**config.mk**
```make
export PLATFORM = sky130hd
export DESIGN_NAME = uart_tx_periph
export DESIGN_NICKNAME = d
export VERILOG_FILES = /design/src/rtl/uart_tx_periph_pkg.sv /design/src/rtl/uart_tx_periph_sync_fifo.sv /design/src/rtl/uart_tx_periph.sv
export SDC_FILE = /design/constraint.sdc
export NUM_CORES = 1
export LEC_CHECK = 0
export CAP_MARGIN = 20
export CORE_ASPECT_RATIO = 0.5
export CORE_UTILIZATION = 35
export DETAILED_ROUTE_END_ITERATION = 10
export GPL_TIMING_DRIVEN = 1
export SKIP_CTS_REPAIR_TIMING = 1
export SYNTH_ARGS = -nofsm -noshare
export SYNTH_HDL_FRONTEND = slang
export SYNTH_HIERARCHICAL = 1
export SYNTH_SLANG_ARGS = --single-unit
```
**constraint.sdc**
```tcl
create_clock -name clk -period 3.15 [get_ports clk]
set_input_delay 0.4725 -clock clk [delete_from_list [all_inputs] [get_ports clk]]
set_output_delay 0.4725 -clock clk [all_outputs]
set_load 0.1 [all_outputs]
```
**src/rtl/uart_tx_periph_pkg.sv**
```systemverilog
// Shared constants for the memory-mapped UART transmitter: register map,
// STATUS layout, serializer state encoding and the 8N1 frame shape.
package uart_tx_periph_pkg;

  localparam logic [1:0] REG_DATA   = 2'd0;
  localparam logic [1:0] REG_STATUS = 2'd1;
  localparam logic [1:0] REG_DIV    = 2'd2;
  localparam logic [1:0] REG_CTRL   = 2'd3;

  localparam int STAT_FULL      = 0;
  localparam int STAT_EMPTY     = 1;
  localparam int STAT_BUSY      = 2;
  localparam int STAT_OVF       = 3;
  localparam int STAT_DONE      = 4;
  localparam int STAT_COUNT_LSB = 5;

  typedef enum logic [1:0] {
    ST_IDLE  = 2'd0,
    ST_START = 2'd1,
    ST_DATA  = 2'd2,
    ST_STOP  = 2'd3
  } tx_state_e;

  // 8N1: one start bit, eight data bits LSB first, one stop bit
  localparam int DATA_BITS  = 8;
  localparam int FRAME_BITS = 1 + DATA_BITS + 1;
  localparam logic [2:0] DATA_LAST = 3'(DATA_BITS - 1);

  // A divisor of zero is treated as one cycle per bit
  function automatic logic [15:0] baud_load(input logic [15:0] div);
    if (div == 16'd0) begin
      return 16'd0;
    end else begin
      return div - 16'd1;
    end
  endfunction

endpackage

```
**src/rtl/uart_tx_periph_sync_fifo.sv**
```systemverilog
// Single-clock FIFO; pointers carry one extra wrap bit so full and empty
// are distinguishable. Push when full and pop when empty are ignored.
module sync_fifo #(
  parameter int WIDTH = 8,
  parameter int DEPTH = 4,
  localparam int AW = $clog2(DEPTH)
) (
  input  logic             clk,
  input  logic             reset,
  input  logic             push,
  input  logic             pop,
  input  logic [WIDTH-1:0] din,
  output logic [WIDTH-1:0] dout,
  output logic             full,
  output logic             empty,
  output logic [AW:0]      count
);

  logic [WIDTH-1:0] mem_r [DEPTH];
  logic [AW:0]      wr_ptr_r;
  logic [AW:0]      rd_ptr_r;
  logic             do_push_s;
  logic             do_pop_s;

  assign count     = wr_ptr_r - rd_ptr_r;
  assign empty     = (wr_ptr_r == rd_ptr_r);
  assign full      = (count == (AW+1)'(DEPTH));
  assign dout      = mem_r[rd_ptr_r[AW-1:0]];
  assign do_push_s = push && !full;
  assign do_pop_s  = pop && !empty;

  // Storage and pointer update
  always_ff @(posedge clk or negedge reset) begin
    if (!reset) begin
      wr_ptr_r <= '0;
      rd_ptr_r <= '0;
      for (int i = 0; i < DEPTH; i++) begin
        mem_r[i] <= '0;
      end
    end else begin
      if (do_push_s) begin
        mem_r[wr_ptr_r[AW-1:0]] <= din;
        wr_ptr_r <= wr_ptr_r + {{AW{1'b0}}, 1'b1};
      end
      if (do_pop_s) begin
        rd_ptr_r <= rd_ptr_r + {{AW{1'b0}}, 1'b1};
      end
    end
  end

endmodule

```
**src/rtl/uart_tx_periph.sv**
```systemverilog
// Memory-mapped 8N1 UART transmitter: register file, TX FIFO, serializer
// FSM and the transmit-complete level interrupt.
module uart_tx_periph
  import uart_tx_periph_pkg::*;
#(
  parameter int FIFO_DEPTH  = 4,
  parameter int DEFAULT_DIV = 16
) (
  input  logic        clk,
  input  logic        reset,
  input  logic [29:0] Addr,
  input  logic        WE,
  input  logic [31:0] Din,
  output logic [31:0] Dout,
  output logic        IRQ,
  output logic        tx
);

  localparam int CW = $clog2(FIFO_DEPTH) + 1;

  logic [15:0]   div_r;
  logic          en_r;
  logic          ie_r;
  logic          ovf_r;
  logic          done_r;
  tx_state_e     state_r;
  logic [15:0]   baud_r;
  logic [2:0]    bit_idx_r;
  logic [7:0]    shift_r;
  logic          tx_r;

  logic          wr_data_s;
  logic          wr_status_s;
  logic          wr_div_s;
  logic          wr_ctrl_s;
  logic          fifo_full_s;
  logic          fifo_empty_s;
  logic [7:0]    fifo_dout_s;
  logic [CW-1:0] fifo_count_s;
  logic          pop_s;
  logic          done_set_s;
  logic [31:0]   rdata_s;
  logic          unused_s;

  // Addr is the word address, so its two LSBs are byte-address bits [3:2]
  assign wr_data_s   = WE && (Addr[1:0] == REG_DATA);
  assign wr_status_s = WE && (Addr[1:0] == REG_STATUS);
  assign wr_div_s    = WE && (Addr[1:0] == REG_DIV);
  assign wr_ctrl_s   = WE && (Addr[1:0] == REG_CTRL);

  assign pop_s      = (state_r == ST_IDLE) && en_r && !fifo_empty_s;
  assign done_set_s = (state_r == ST_STOP) && (baud_r == 16'd0) && fifo_empty_s;
  assign unused_s   = ^{Addr[29:2], Din[31:16]};

  sync_fifo #(
    .WIDTH (8),
    .DEPTH (FIFO_DEPTH)
  ) u_fifo (
    .clk   (clk),
    .reset (reset),
    .push  (wr_data_s),
    .pop   (pop_s),
    .din   (Din[7:0]),
    .dout  (fifo_dout_s),
    .full  (fifo_full_s),
    .empty (fifo_empty_s),
    .count (fifo_count_s)
  );

  // Control/status registers; DONE set has priority over any clear
  always_ff @(posedge clk or negedge reset) begin
    if (!reset) begin
      div_r  <= 16'(DEFAULT_DIV);
      en_r   <= 1'b0;
      ie_r   <= 1'b0;
      ovf_r  <= 1'b0;
      done_r <= 1'b0;
    end else begin
      if (wr_div_s) begin
        div_r <= Din[15:0];
      end
      if (wr_ctrl_s) begin
        en_r <= Din[0];
        ie_r <= Din[1];
      end
      if (wr_data_s && fifo_full_s) begin
        ovf_r <= 1'b1;
      end else if (wr_status_s) begin
        ovf_r <= 1'b0;
      end
      if (done_set_s) begin
        done_r <= 1'b1;
      end else if (wr_status_s || wr_data_s) begin
        done_r <= 1'b0;
      end
    end
  end

  // Serializer FSM; the baud counter reloads from DIV at every bit boundary
  always_ff @(posedge clk or negedge reset) begin
    if (!reset) begin
      state_r   <= ST_IDLE;
      baud_r    <= 16'd0;
      bit_idx_r <= 3'd0;
      shift_r   <= 8'd0;
      tx_r      <= 1'b1;
    end else begin
      case (state_r)
        ST_IDLE: begin
          tx_r <= 1'b1;
          if (pop_s) begin
            state_r <= ST_START;
            shift_r <= fifo_dout_s;
            baud_r  <= baud_load(div_r);
            tx_r    <= 1'b0;
          end
        end
        ST_START: begin
          if (baud_r == 16'd0) begin
            state_r   <= ST_DATA;
            baud_r    <= baud_load(div_r);
            bit_idx_r <= 3'd0;
            tx_r      <= shift_r[0];
            shift_r   <= {1'b0, shift_r[7:1]};
          end else begin
            baud_r <= baud_r - 16'd1;
          end
        end
        ST_DATA: begin
          if (baud_r == 16'd0) begin
            baud_r <= baud_load(div_r);
            if (bit_idx_r == DATA_LAST) begin
              state_r <= ST_STOP;
              tx_r    <= 1'b1;
            end else begin
              bit_idx_r <= bit_idx_r + 3'd1;
              tx_r      <= shift_r[0];
              shift_r   <= {1'b0, shift_r[7:1]};
            end
          end else begin
            baud_r <= baud_r - 16'd1;
          end
        end
        ST_STOP: begin
          if (baud_r == 16'd0) begin
            state_r <= ST_IDLE;
          end else begin
            baud_r <= baud_r - 16'd1;
          end
        end
        default: begin
          state_r <= ST_IDLE;
          tx_r    <= 1'b1;
        end
      endcase
    end
  end

  // Read mux
  always_comb begin
    rdata_s = 32'd0;
    case (Addr[1:0])
      REG_STATUS: begin
        rdata_s[STAT_FULL]              = fifo_full_s;
        rdata_s[STAT_EMPTY]             = fifo_empty_s;
        rdata_s[STAT_BUSY]              = (state_r != ST_IDLE);
        rdata_s[STAT_OVF]               = ovf_r;
        rdata_s[STAT_DONE]              = done_r;
        rdata_s[STAT_COUNT_LSB +: 3]    = 3'(fifo_count_s);
      end
      REG_DIV:  rdata_s[15:0] = div_r;
      REG_CTRL: rdata_s[1:0]  = {ie_r, en_r};
      default:  rdata_s       = 32'd0;
    endcase
  end

  assign Dout = rdata_s;
  assign IRQ  = ie_r & done_r;
  assign tx   = tx_r;

endmodule

```
After elaboration in Yosys (flattened, before gate mapping):

Cells that the tools add are included.

* reduce and logical (&&, ||, !) cells: 30
* bitwise logic cells: 3
* equal/unequal tests: 16
* mux-type cells: 38
* $add $sub $neg: 6
* order comparisons: 3

Operators with widths (count)
* $mux W16: 4
* $mux W8: 8
* $pmux W16 S3: 1
* $bwmux W32: 1
* $logic_not A16 Y1: 2
* $sub A16 B1 Y16 const B: 2
* $pmux W8 S3: 1
* $bmux W8 S2: 1
* $demux W8 S2: 1
* $logic_and A1 B1 Y1: 12
* $pmux W6 S2: 1
* $mux W2: 5
* $ne A2 B2 Y1 const B: 5
* $reduce_and A5 Y1: 2
* $add A3 B1 Y3 const B: 3
* $mux W3: 3
* $eq A2 B2 Y1 const B: 4
* $mux W1: 8
* $pmux W2 S4: 1
* $reduce_bool A2 Y1: 4
* $eq A3 B3 Y1 const B: 2
* $ge A3 B3 Y1 const B: 2
* $not A2 Y3: 2
* $pmux W2 S3: 1
* 16 further kinds: 20

* output and inout port bits: 34
* word-level logic and storage cells: 112
* flip-flop bits (word level): 88
* bits of input ports: 65

Logic depth before layout (Yosys ltp):

Gate-level depths: netlist of run 1.

* depth in word-level cells: 6
* depth in mapped cells: 11
* depth with buffers taken out: 9

By module:

The synthesis of run 1 kept the hierarchy.

By module, submodules not included
* uart_tx_periph: cells each 340, sequential area each 1253.7 µm², instances 1, area each 3249.4 µm²
* sync_fifo: cells each 119, sequential area each 950.9 µm², instances 1, area each 1878.1 µm²

Worst setup path after synthesis of run 1:

Ideal clock, no wire load.

* path kind: flip-flop to output port
* from: reg u_fifo.wr_ptr_r[0]
* to: out Dout[0]
* cell stages (with the launch flop): 8
* arrival: 3.030 ns
* data required time: 2.677 ns
* path buffers: 0
* setup slack: -0.352 ns
* cells stage by stage: dfrtp_1 > inv_1 > ha_1 > fa_1 > xnor3_4 > nor2_1 > a222oi_1 > nor2_1

* cells in the longest elaborated chain, start to end: 3

Ends and longest elaborated chain
* from (decl): RTL line uart_tx_periph_sync_fifo.sv:20 `logic [AW:0] wr_ptr_r;`
* from (signal assigned): RTL line uart_tx_periph_sync_fifo.sv:43 `wr_ptr_r <= wr_ptr_r + {{AW{1'b0}}, 1'b1};`
* $sub A3 B3 Y3: RTL line uart_tx_periph_sync_fifo.sv:25 `assign count = wr_ptr_r - rd_ptr_r;`
* $eq A3 B3 Y1: RTL line uart_tx_periph_sync_fifo.sv:27 `assign full = (count == (AW+1)'(DEPTH));`
* net fifo_full_s: RTL line uart_tx_periph.sv:36 `logic fifo_full_s;`
* $pmux W2 S3: RTL line uart_tx_periph.sv:162 `case (Addr[1:0])`
* to (decl): RTL line uart_tx_periph.sv:14 `output logic [31:0] Dout,`

The timed path passes the listed nets, and every way through them passes these cells.

Worst setup path in the final report of run 1:

Same ends and word-level chain as after synthesis.

==> summary.txt, run 1 <==
Placement
  • RePlAce Congestion: 0.788
  • Port bufs: 38
  • Dpl hpwl: 7.98 mm
  • Dpl ws: 0.329 ns
  • DP Area: 5840 sq um

Critical path
  • Critical path class: reg2out
  • Reg-to-Reg Start: baud_r[0]$_DFFE_PN0P_
  • CP startpoint kind: register
  • Crit path to: Dout[0]
  • FF-to-FF setup slack: 0.50 ns
  • Critical Path Start: u_fifo/wr_ptr_r[0]$_DFFE_PN0P_
  • Crit path DAT: 2.55 ns
  • Crit path max fanout: 4
  • R2R cell count: 9
  • Reg-to-reg endpoint: baud_r[8]$_DFFE_PN0P_
  • Worst EP required: 2.68 ns
  • Crit. End Element: primary output

Status
  • Status: finished, final reports clean

CTS
  • Clock sinks: 88
  • H-tree depth reported by CTS: 3
  • Maximum root-to-sink buffer count: 2
  • Clock Latency Late Sink: 0.34 ns
  • CTS Buf Count: 9
  • Clk slew on worst S/H paths: 0.07 ns
  • CTS tree: built
  • Root buf cell: clkbuf_16

Floorplan
  • Die ar.: 15200 sq um
  • Die X: 173 um
  • IO Pins: 99
  • Rows: 30
  • Initial core utilization: 36.8%
  • CORE AREA: 13900 sq um
  • Die height: 87.6 um

Pwr
  • Leak Pwr: 2.64 nW
  • Sw Share: 42.5%
  • Psw: 2.65 mW
  • Comb power frac: 52.2%
  • Power Dens Cells: 1010 nW/um^2
  • Clock network fraction of design power: 16.8%
  • Internal: 3.58 mW
  • Worst vdd ir: 0.369 mV
  • Seq pwr share: 31.0%

Global routing
  • Gr usage total: 15.6%
  • Gr ovfl total: 0
  • Largest net degree at the start of global routing: 62
  • Vias in the first global route: 3524
  • First-pass GRT wire length: 18.5 mm
  • Initial antenna violation count: 0

Drt
  • ANT nets after route: 0
  • Initial DRC count: 147
  • Post-Route WL: 11.0 mm
  • Via count: 3581
  • Routed wire length per instance: 15.7 um
  • Detailed Routing Iterations Pass 1: 4
  • DRC Markers: 0
  • Vias per cell: 5.12

Synthesis
  • Most numerous cell in the Yosys netlist: dfrtp_1
  • Cells after Synth: 459
  • Number of enable flip-flop cells after synthesis: 0
  • Yosys warnings: 6
  • Syn Area/Cell: 11.2 sq um
  • Synth area leader: dfrtp_1
  • Register area share after synthesis: 43.0%
  • Async SR Flop Fraction: 100%
  • Share of Yosys cell area claimed by the top area cell type: 42.0%
  • Synthesized flop and latch total: 88
  • Netlist cell types: 57
  • Cell area after synthesis: 5130 sq um
  • Top FF cell, synth: dfrtp_1
  • Area contributors post-synth: dfrtp_1, mux2_2, ha_1, mux4_2, a22o_1
  • Post-synth top cells: dfrtp_1, mux2_2, nand2_1

STA
  • Relative slew slack: 48.0%
  • Final hold vios: 0
  • Final Skew: 0.00693 ns
  • Setup violators final: 0
  • RSZ-0062 raised after global routing: no
  • Worst Tran Pin Value: 0.780 ns
  • Tcrit/Tclk final: 95.9%
  • Max-slew violations: 0
  • Post-layout min period: 3.02 ns
  • Final worst-path setup slack: 0.128 ns
  • Total Neg Setup Slack: 0 ns
  • FMAX: 331 MHz

Final layout
  • Number of nets in the layout: 589
  • Final Cell Area: 6160 sq um
  • Ant diodes: 0
  • Fillcell total: 1306
  • Layout cell share with drive strength beyond 1: 25.8%
  • Layout overhead on the synthesized area: 20.1%

Job
  • Max cap viols: 0

Worst hold path
  • Hold Crit Class: in2async
cells in the final DEF, fill, tap and decap left out, types with 10 or more instances in the layout:
cell / instances
dfrtp_1: 86
mux2_2: 55
nand2_1: 29
nor2_1: 23
o21ai_0: 23
ha_1: 21
clkdlybuf4s50_1: 19
buf_4: 17
a22o_1: 16
conb_1: 16
buf_12: 16
inv_1: 15
and2_1: 11
xnor2_1: 11
o22ai_1: 10
worst max-delay path, stage by stage (launching register included):
cell      delay (ns)
dfrtp_1         0.38
inv_1           0.09
ha_1            0.22
fa_1            0.41
xnor3_4         0.33
nor2_1          0.08
a222oi_1        0.42
nor2_2          0.09
buf_12          0.18
per-stage QoR:
| stage | cells | util [%] | power (mW) | hold WS, ns |
|---|---|---|---|---|
| after floorplan | 474 | - | 4.41 | 0.177 |
| after global placement | 680 | 42.0 | 5.08 | 0.461 |
| after detailed placement | 680 | 42.0 | 5.15 | 0.473 |
| after CTS | 696 | 44.0 | 6.22 | 0.253 |
| after global routing | 699 | 44.2 | 6.68 | 0.258 |
| final | 699 | 44.2 | 6.23 | 0.193 |
flip-flops by register name, summed over array words and instances, names as in the netlist, 2 cells and up:
name,flops
u_fifo/mem_r,32
baud_r,16
div_r,16
shift_r,8
bit_idx_r,3
u_fifo/rd_ptr_r,3
u_fifo/wr_ptr_r,3
state_r,2
per-layer routing:
metal  wire length (um)  up-vias  GRT usage [%]  part of all wire, %
li1                   -     1720              -                    -
met1               5400     1795           21.3                   49
met2               5180       58           25.8                   47
met3                300        8           3.26                  2.7
met4                 91        0           3.46                 0.83
met5                  0        -              0                    0
power groups by stage:
stage	Sequential [mW]	Clock [mW]	Combinational (mW)
2_1_floorplan	1.89	0	2.52
3_3_place_gp	1.94	0	3.15
3_5_place_dp	1.95	0	3.20
4_1_cts	1.93	1.08	3.21
5_1_grt	2.00	1.13	3.55
6_report	1.93	1.05	3.25
final cells by class:
class	instances	area [sq um]	share of cell area, %
Multi-Input combinational cell	336	2730	44.4
Sequential cell	88	2200	35.8
Clock inverter	6	48.8	0.792
Timing Repair Buffer	52	638	10.4
Tap cell	192	240	3.90
Inverter	15	56.3	0.914
Clock buffer	10	239	3.88
how the worst min path moves through the flow:
stage | start | to | slack [ns] | cells after the start
floorplan | reset | baud_r[0]$_DFFE_PN0P_ | 0.18 | 0
global placement | shift_r[7]$_DFFE_PN0P_ | shift_r[7]$_DFFE_PN0P_ | 0.46 | 2
detailed placement | shift_r[7]$_DFFE_PN0P_ | shift_r[7]$_DFFE_PN0P_ | 0.47 | 2
CTS | reset | u_fifo/mem_r[16]$_DFFE_PN0P_ | 0.25 | 1
global route | reset | u_fifo/wr_ptr_r[1]$_DFFE_PN0P_ | 0.26 | 1
finish | reset | u_fifo/wr_ptr_r[1]$_DFFE_PN0P_ | 0.19 | 1
logic make-up after synthesis:
group,synth area share [%]
AND/OR/NAND/NOR,12.4
AO/OA/AOI/OAI,13.2
flip-flops,43.0
multiplexers,17.2
buffers and inverters,5.10
adder cells (fa/ha/maj),5.51
XOR/XNOR,3.59
other,0.0731
(Power assumes the default switching activity.)
==> run 2: changes to the inputs <==
CTS_BUF_LIST = sky130_fd_sc_hd__clkbuf_4   (was not set)
==> run 2 against run 1 <==
Net effect:
- clock power shrank 43%
- power shrank 7.1%
- via count shrank 0.56%
- wire length shrank 0.99%
==> summary.txt, run 2 (synthesized netlist as in run 1, its figures left out) <==
STA
  • Final hold vios: 0
  • Setup violators final: 0
  • Final worst-path setup slack: 0.108 ns
  • Total Neg Setup Slack: 0 ns
  • Max-slew violations: 0
  • FMAX: 329 MHz
  • Relative slew slack: 47.9%
  • Worst Tran Pin Value: 0.782 ns
  • Post-layout min period: 3.04 ns
  • Hold Slack: 0.0667 ns
  • Final Skew: 0.0147 ns
  • Tcrit/Tclk final: 96.6%

Pwr
  • Leak Pwr: 2.56 nW
  • Power Dens Cells: 966 nW/um^2
  • Seq pwr share: 33.2%
  • Comb power frac: 56.5%
  • Worst vdd ir: 0.337 mV
  • Internal: 3.19 mW
  • Psw: 2.60 mW
  • Clock network fraction of design power: 10.3%
  • Sw Share: 44.9%

Critical path
  • FF-to-FF setup slack: 0.49 ns
  • CP Cell Sequence: inv_1 > ha_1 > fa_2 > xnor3_4 > nor2_2 > a222oi_1 > nor2_2 > buf_12
  • R2R cell count: 9
  • Crit-path max cell delay: 0.41 ns
  • Crit path max fanout: 4
  • Worst EP required: 2.68 ns
  • Crit. End Element: primary output
  • Critical path class: reg2out
  • Crit path DAT: 2.57 ns
  • Slowest CP cell: dfrtp_1
  • Reg-to-reg endpoint: baud_r[8]$_DFFE_PN0P_
  • Reg-to-Reg Start: baud_r[0]$_DFFE_PN0P_
  • Top cell by count, worst path: nor2_2
  • CP startpoint kind: register

Final layout
  • Area of the multi-input gates: 2740 sq um
  • Fillcell total: 1324
  • Largest registers: u_fifo/mem_r: 32 flops, baud_r: 16 flops, div_r: 16 flops
  • Top reg by flops: u_fifo/mem_r
  • Layout overhead on the synthesized area: 16.9%
  • Ant diodes: 0
  • Most common cell after layout, fill and taps aside: dfrtp_1
  • Number of nets in the layout: 589
  • Final std cells w/o fill: 699
  • Most frequent cells in the layout: dfrtp_1, mux2_2, nand2_1, o21ai_0, nor2_1
  • Storage cell area: 2200 sq um
  • Max reg flops: 32
  • Layout cell share with drive strength beyond 1: 26.0%

Drt
  • ANT nets after route: 0
  • Post-Route WL: 10.9 mm
  • Via count: 3561
  • Vias per cell: 5.09
  • DRC Markers: 0
  • Initial DRC count: 140
  • Routed wire length per instance: 15.5 um
  • Detailed Routing Iterations Pass 1: 4

Placement
  • RePlAce Congestion: 0.788
  • Port bufs: 38
  • Dpl hpwl: 7.98 mm
  • Dpl ws: 0.329 ns
  • Dpl cells: 680

Job
  • Max cap viols: 0

CTS
  • H-tree depth reported by CTS: 3
  • CTS tree: built
  • Clock Latency Late Sink: 0.45 ns
  • CTS Buf Count: 9
  • Root buf cell: clkbuf_4
  • Maximum root-to-sink buffer count: 2
  • Clk slew on worst S/H paths: 0.15 ns
  • Clock sinks: 88

Floorplan
  • CORE AREA: 13900 sq um
  • Die X: 173 um
  • Die ar.: 15200 sq um
  • Die height: 87.6 um
  • IO Pins: 99
  • Initial core utilization: 36.8%
  • Rows: 30

Global routing
  • Initial antenna violation count: 0
  • Vias in the first global route: 3518
  • Gr ovfl total: 0
  • Gr usage total: 15.4%
  • Largest net degree at the start of global routing: 62
  • First-pass GRT wire length: 18.4 mm

Status
  • Status: finished, final reports clean

Worst hold path
  • Hold Crit Class: in2async
-- run 2: changes by cell type in the layout (fill, tap and decap cells not counted) --
cell	delta
clkbuf_8	-1
clkinv_1	+1
clkbuf_16	-9
nor2_1	-1
fa_2	+1
fa_1	-1
clkbuf_4	+9
nor2_2	+1
-- run 2: power by group through the flow --
stage	Sequential [mW]	Clock (mW)	Combinational, mW
floorplan	1.89	0	2.52
global placement	1.94	0	3.15
detailed placement	1.95	0	3.20
CTS	1.93	0.628	3.21
global route	2.00	0.672	3.57
finish	1.92	0.598	3.27
-- run 2: final cells by class --
class | count | area share, %
clock inverter | 7 | 0.876
clock buffer | 9 | 1.13
multi-input combinational | 336 | 45.6
sequential | 88 | 36.8
inverter | 15 | 0.939
timing repair buffer | 52 | 10.6
tap | 192 | 4.01
-- run 2: metal layers --
| layer | share of wire [%] | GRT usage [%] |
|---|---|---|
| met3 | 2.8 | 2.73 |
| met1 | 50 | 21.2 |
| met2 | 47 | 25.7 |
| met4 | 0.76 | 3.70 |
| met5 | 0 | 0 |
-- run 2: stage by stage --
stage	total power, mW	utilization (%)	area [sq um]
4_1_cts	5.76	42.8	5960
3_5_place_dp	5.15	42.0	5840
2_1_floorplan	4.41	-	5190
3_3_place_gp	5.08	42.0	5840
6_report	5.79	43.1	6000
5_1_grt	6.23	43.1	6000
-- run 2: worst max-delay path by stage --
stage | from | endpoint | slack [ns] | depth (start not counted)
after floorplan | u_fifo/wr_ptr_r[0]$_DFFE_PN0P_ | Dout[6] | 0.06 | 6
after global placement | u_fifo/wr_ptr_r[0]$_DFFE_PN0P_ | Dout[0] | 0.35 | 8
after detailed placement | u_fifo/wr_ptr_r[0]$_DFFE_PN0P_ | Dout[0] | 0.33 | 8
after CTS | u_fifo/wr_ptr_r[0]$_DFFE_PN0P_ | Dout[0] | -0.20 | 8
after global routing | u_fifo/wr_ptr_r[0]$_DFFE_PN0P_ | Dout[0] | -0.01 | 8
final | u_fifo/wr_ptr_r[0]$_DFFE_PN0P_ | Dout[0] | 0.11 | 8
-- run 2: critical path: cells and delay by family (launching register included) --
family                     cells  cell delay, ns
adders and majority gates      2            0.59
DFF                            1            0.41
buffers and inverters          2            0.27
and+or+nand+nor                2            0.15
xor gates and xnor gates       1            0.32
AOI/OAI and AO/OA              1            0.38
==> run 3: changes to the inputs <==
REMOVE_ABC_BUFFERS = 1   (was not set)
==> run 3 against run 2 <==
Net effect:
- wire length grew 0.75%
- first-iteration DRC count up 14%
- worst setup slack gained 0.029 ns
- sequential cell count unchanged
- global-route usage rose by 0.15 points
- cell count is 0.43% higher
- critical endpoint unchanged
==> summary.txt, run 3 (synthesized netlist as in run 1, its figures left out) <==
Status
  • Status: finished, final reports clean

STA
  • Final hold vios: 0
  • Setup violators final: 0
  • Final Skew: 0.0191 ns
  • Tcrit/Tclk final: 95.6%
  • Relative slew slack: 48.6%
  • Final worst-path setup slack: 0.137 ns
  • FMAX: 332 MHz
  • Post-layout min period: 3.01 ns
  • RSZ-0062 raised after global routing: yes
  • Max-slew violations: 0
  • Worst Tran Pin Value: 0.771 ns

Pwr
  • Psw: 2.69 mW
  • Comb power frac: 56.8%
  • Sw Share: 45.0%
  • Design Power: 5.98 mW
  • Internal: 3.29 mW
  • Clock network fraction of design power: 10.7%
  • Leak Pwr: 2.57 nW
  • Worst vdd ir: 0.345 mV
  • Seq pwr share: 32.5%
  • Power Dens Cells: 985 nW/um^2

Final layout
  • Largest registers: u_fifo/mem_r: 32 flops, baud_r: 16 flops, div_r: 16 flops
  • Most common cell after layout, fill and taps aside: dfrtp_1
  • Max reg flops: 32
  • Most frequent cells in the layout: dfrtp_1, mux2_2, nand2_1, nor2_1, o21ai_0
  • Ant diodes: 0
  • Layout overhead on the synthesized area: 18.4%
  • Number of nets in the layout: 592
  • Final std cells w/o fill: 702
  • Top reg by flops: u_fifo/mem_r
  • Layout cell share with drive strength beyond 1: 27.3%

Global routing
  • First-pass GRT wire length: 18.4 mm
  • Initial antenna violation count: 0
  • Vias in the first global route: 3632
  • Gr ovfl total: 0
  • Gr usage total: 15.6%
  • Largest net degree at the start of global routing: 60

Critical path
  • Worst EP required: 2.68 ns
  • Crit path max fanout: 4
  • Reg-to-reg endpoint: baud_r[2]$_DFFE_PN0P_
  • Crit. End Element: primary output
  • R2R cell count: 8
  • Critical path class: reg2out
  • Crit-path max cell delay: 0.45 ns
  • CP delay by family, top: adder cells
  • Crit path DAT: 2.54 ns
  • CP Cell Sequence: inv_4 > ha_4 > fa_2 > xnor3_4 > nor2_4 > a222oi_1 > nor2_1 > buf_12
  • FF-to-FF setup slack: 0.37 ns
  • Reg-to-Reg Start: baud_r[0]$_DFFE_PN0P_
  • CP startpoint kind: register
  • Slowest CP cell: dfrtp_2
  • Bufs and invs on worst path: 2

Job
  • Max cap viols: 0

Placement
  • Port bufs: 38
  • Dpl cells: 681
  • Dpl ws: 0.339 ns
  • Dpl hpwl: 7.93 mm
  • RePlAce Congestion: 0.805

Drt
  • ANT nets after route: 0
  • Vias per cell: 5.14
  • Post-Route WL: 10.9 mm
  • Detailed Routing Iterations Pass 1: 4
  • Initial DRC count: 159
  • Via count: 3611
  • DRC Markers: 0
  • Routed wire length per instance: 15.6 um

Floorplan
  • Die height: 87.6 um
  • Die X: 173 um
  • CORE AREA: 13900 sq um
  • Initial core utilization: 36.8%
  • IO Pins: 99
  • Rows: 30
  • Die ar.: 15200 sq um

CTS
  • Clock sinks: 88
  • Clk slew on worst S/H paths: 0.17 ns
  • Root buf cell: clkbuf_4
  • CTS Buf Count: 9
  • H-tree depth reported by CTS: 3
  • Clock Latency Late Sink: 0.47 ns
  • CTS tree: built
  • Maximum root-to-sink buffer count: 2

Worst hold path
  • Hold Crit Class: in2async
## run 3: cell count changes in the layout (fill, tap and decap cells not counted), sizes merged
cell	change
clkinvlp	+1
clkinv	-1
buf	+3
## run 3: worst max-delay path by stage
stage | start | endpoint | slack [ns] | depth (start not counted)
2_1_floorplan | u_fifo/rd_ptr_r[0]$_DFFE_PN0P_ | Dout[0] | -0.50 | 6
3_3_place_gp | u_fifo/wr_ptr_r[0]$_DFFE_PN0P_ | Dout[0] | 0.37 | 8
3_5_place_dp | u_fifo/wr_ptr_r[0]$_DFFE_PN0P_ | Dout[0] | 0.34 | 8
4_1_cts | u_fifo/wr_ptr_r[0]$_DFFE_PN0P_ | Dout[0] | -0.23 | 8
5_1_grt | u_fifo/wr_ptr_r[0]$_DFFE_PN0P_ | Dout[0] | -0.05 | 8
6_report | u_fifo/wr_ptr_r[0]$_DFFE_PN0P_ | Dout[0] | 0.14 | 8
## run 3: through the flow
| step | util (%) | area (sq um) | hold slack, ns | TNS [ns] |
|---|---|---|---|---|
| after CTS | 43.0 | 5990 | 0.0395 | -0.394 |
| after global placement | 42.0 | 5850 | 0.463 | 0 |
| after floorplan | - | 4980 | 0.177 | -1.33 |
| after global routing | 43.6 | 6070 | 0.0673 | -0.0468 |
| after detailed placement | 42.0 | 5850 | 0.470 | 0 |
| final | 43.6 | 6070 | 0.0439 | 0 |
## run 3: layout make-up
cell class / instances / area, sq um
well taps: 192 / 240
clock inverters: 7 / 75.1
inverters: 15 / 58.8
multi-input cells: 336 / 2760
repair buffers: 55 / 661
fillers: 1324 / 7860
clock buffers: 9 / 67.6
flip-flops and latches: 88 / 2210
## run 3: per-layer routing
layer / vias up / global-route usage, % / share of wire, % / wire length, um
met3: 11 / 3.08 / 2.7 / 297
li1: 1724 / - / - / -
met4: 0 / 5.15 / 1.0 / 111
met5: - / 0 / 0 / 0
met1: 1817 / 20.3 / 49 / 5350
met2: 59 / 26.4 / 47 / 5190
## run 3: power by group through the flow
stage,Combinational [mW],Sequential (mW),Clock [mW]
floorplan,2.37,1.93,0
global placement,3.13,1.94,0
detailed placement,3.20,1.96,0
CTS,3.20,1.93,0.676
global route,3.70,2.01,0.709
finish,3.39,1.94,0.640
